**src/rtl/apb_chk_wait_timer.sv**
```systemverilog
// Wait-state counter for the ACCESS phase: load to 1 on the first access cycle,
// count each further wait cycle, and flag the cycle that reaches the limit.
module apb_chk_wait_timer #(
    parameter int TIMEOUT_CYCLES = 256
) (
    input  logic clk,
    input  logic rst,
    input  logic load,
    input  logic inc,
    output logic expire
);
    localparam int TW = $clog2(TIMEOUT_CYCLES + 1);

    logic [TW-1:0] count_reg;

    assign expire = inc && (({1'b0, count_reg} + 1'b1) == (TW + 1)'(TIMEOUT_CYCLES));

    // Anything other than load/continue means the transfer is over, so drop to 0.
    always_ff @(posedge clk or posedge rst) begin
        if (rst)
            count_reg <= '0;
        else if (load)
            count_reg <= TW'(1);
        else if (inc && !expire)
            count_reg <= count_reg + 1'b1;
        else
            count_reg <= '0;
    end

endmodule

```
**config.mk**
```make
export PLATFORM = sky130hd
export DESIGN_NAME = apb_chk_wait_timer
export DESIGN_NICKNAME = d
export VERILOG_FILES = /design/src/rtl/apb_chk_wait_timer.sv
export SDC_FILE = /design/constraint.sdc
export NUM_CORES = 1
export LEC_CHECK = 0
export ABC_CLOCK_PERIOD_IN_PS = 1650
export CAP_MARGIN = 20
export CORE_AREA = 2 2 39 41
export CTS_CLUSTER_DIAMETER = 150
export CTS_CLUSTER_SIZE = 30
export DETAILED_ROUTE_END_ITERATION = 10
export DIE_AREA = 0 0 41 43
export DONT_BUFFER_PORTS = 1
export GPL_TIMING_DRIVEN = 0
export PLACE_DENSITY_LB_ADDON = 0.3
export SLEW_MARGIN = 20
export SYNTH_ARGS = -nofsm -noshare
export SYNTH_HDL_FRONTEND = slang
export SYNTH_SLANG_ARGS = --single-unit
export TNS_END_PERCENT = 30
```
**constraint.sdc**
```tcl
create_clock -name clk -period 1.65 [get_ports clk]
set_input_delay 0.0825 -clock clk [delete_from_list [all_inputs] [get_ports clk]]
set_output_delay 0.0825 -clock clk [all_outputs]
set_load 0.03 [all_outputs]
```
==> results.cfg <==
[logic_synthesis]
synth_area_um2 = 531
synth_ff_type = dfrtp_1
synth_nets = 60
synth.area.top_cells = dfrtp_1, a2111oi_4, xnor2_1
synth.distinct_cells = 30
synth_most_common_cell = dfrtp_1
synthArstFlopShare_pct = 100
synth-edff-count = 0
synth-seq-cells = 9
seq_area_frac_synth_pct = 42.5
synth_cells = 55
synth_top_area_share_pct = 42.5
synth_area_per_cell_um2 = 9.65
synthTopCellsByCount = dfrtp_1, nor2_1
synth_warnings = 0
synth.largest_area_cell = dfrtp_1

[setup_path]
path_max_fanout = 6
crit_chain = buf_4, xnor2_1, a2bb2oi_2, a2111oi_4, and2_4
r2r_slack_ns = 0.06
slowest_delay_ns = 0.40
slowest_stage = dfrtp_2
crit_path_end_kind = primary output
cp.required_ns = 1.57
worst-setup-path-type = reg2out
arrival_ns = 1.72
start_kind = flop

[grt]
grt_pass1_wl_um = 1880
top_usage_layer = met2
grt_use_met1_pct = 18.6
grt_pass1_vias = 461
overflow = 0
use_met3_pct = 1.57
globalRouteMet2Util_pct = 25.9
grt_start_max_net_pins = 10
grt_antenna_before_repair = 0
grtUsageTotal_pct = 15.7

[outcome]
violations = negative setup slack
status = finished, violations left

[clock_network]
numCtsBuffers = 3
cts_sinks = 9
cts_tree = done
clkLatencyLatePin_ns = 0.26
root_buffer = clkbuf_4
path_clk_slew_ns = 0.06
h-tree-depth = 1
clockBufferDepth = 2

[sta]
hold_viol_final = 0
timing.fmax_ghz = 0.553
hold_ws_ns = 0.223
setup_slack_ns = -0.157
setup_viol = 1
slew_violations = 0
tightest_slew_ns = 0.343
grt_setup_unrepaired = yes
period_share_pct = 110
skew_ns = 0.000216
min_period_ns = 1.81
slew_headroom_pct = 77.1

[pwr]
irDropWorstVdd_v = 0.000423
powerDensity_mw_per_mm2 = 610
p_leak_nw = 0.255

[placed_design]
io_buffer_count = 0
dpl.hpwl_um = 666
gp_congestion = 0.733
placed_cells = 71

[die]
rows = 14
fp.dieH_um = 43
die_x_um = 41
start_util_pct = 38.3
dieArea_mm2 = 0.00176
io_pins = 5
core_mm2 = 0.00138

[layout]
nNetsFinal = 75
n_antenna_cell = 0
largest_reg_flops = 9
syn2layout_area_growth_pct = 31.6
layout-drive-gt1-share_pct = 29.0
utilization_pct = 50.5
final-instance-count-excl-fill = 85

[hold_path]
hp-class = in2async

[detailed_routing]
drt_pre_antenna_iters = 4
wl_per_cell_um = 12.9
vias = 450
routed_via_density = 5.29
wirelength_um = 1090
drtIter0Drc = 7
drc = 0
ant_nets = 0

[flow_run]
cap_violations = 0
## stage by stage
| step | instance area (µm²) | TNS [ns] | worst slack, ns | power (mW) |
|---|---|---|---|---|
| 2_1_floorplan | 532 | 0 | 0.00812 | 0.249 |
| 6_report | 698 | -0.157 | -0.157 | 0.426 |
| 3_5_place_dp | 552 | -0.111 | -0.111 | 0.254 |
| 4_1_cts | 664 | -0.229 | -0.229 | 0.432 |
| 3_3_place_gp | 552 | -0.103 | -0.103 | 0.254 |
| 5_1_grt | 698 | -0.225 | -0.225 | 0.450 |
## cells in the final DEF (no fill, tap or decap), drive strengths merged
master and count:
o21bai 1, dlygate4sd3 3, o21ai 4, and2 1, a2111oi 1, or2 1
xnor2 3, a21oi 3, inv 1, a211oi 1, nor2b 1, clkbuf 5
and4 1, nor3b 1, a211o 1, buf 8, nand2 2, nand4 1
nor2 6, nand3b 1, dfrtp 9, nand3 4, a2bb2oi 1, nand2b 2
or3 3, nor3 1, ha 1, xor2 2
## kinds of logic (layout without fill, tap and decap cells)
family	after synthesis	in the layout	share of synthesized area (%)
AOI/OAI and AO/OA	12	12	17.9
xor gates and xnor gates	5	5	8.26
adders and majority gates	1	1	2.36
buffers and inverters	3	17	2.36
DFF	9	9	42.5
and+or+nand+nor	25	25	26.7
## per-layer routing
| metal | vias to the layer above | part of all wire (%) |
|---|---|---|
| met3 | 2 | 1.5 |
| li1 | 223 | - |
| met4 | 0 | 1.3 |
| met5 | - | 0 |
| met2 | 7 | 53 |
| met1 | 218 | 44 |
## worst paths after layout
| path | startpoint | to | cells past startpoint |
|---|---|---|---|
| worst max-delay path | count_reg[7] | expire | 5 |
| worst min-delay path | rst | count_reg[3] | 2 |
| worst max register to register | count_reg[7] | count_reg[0] | 6 |
| worst min register to register | count_reg[5] | count_reg[5] | 2 |
| max in group asynchronous | rst | count_reg[4] | 2 |
| min in group clk | inc | count_reg[2] | 3 |
## cell type report
type	instances	area, µm²
plain buffers	2	15.0
clock buffers	4	26.3
multi-input cells	43	322
inverters	1	3.75
well taps	16	20.0
fillers	131	686
flip-flops and latches	9	229
repair buffers	10	82.6
## critical path, delay by kind of cell (launching register included)
kind | cells | cell delay [ns]
AO/OA/AOI/OAI | 2 | 0.52
XOR/XNOR | 1 | 0.14
buffers and inverters | 1 | 0.15
flip-flops | 1 | 0.40
AND/OR/NAND/NOR | 1 | 0.25
## where the power goes
part           leakage, nW  internal, mW  switching, mW
clock network       0.0150        0.0930         0.0732
logic                0.123        0.0151         0.0149
registers            0.117         0.224        0.00551
## what timing repair did
| item | in CTS | in global routing |
|---|---|---|
| endpoints found under the hold margin | 10 | 0 |
| setup buffers | 5 | 2 |
| endpoints found under the setup margin | 1 | 4 |
| gates resized for setup | 6 | 4 |
| hold buffers | 3 | 0 |
| pin swaps | 3 | 4 |
No activity file was read; power rests on OpenSTA's default activity.
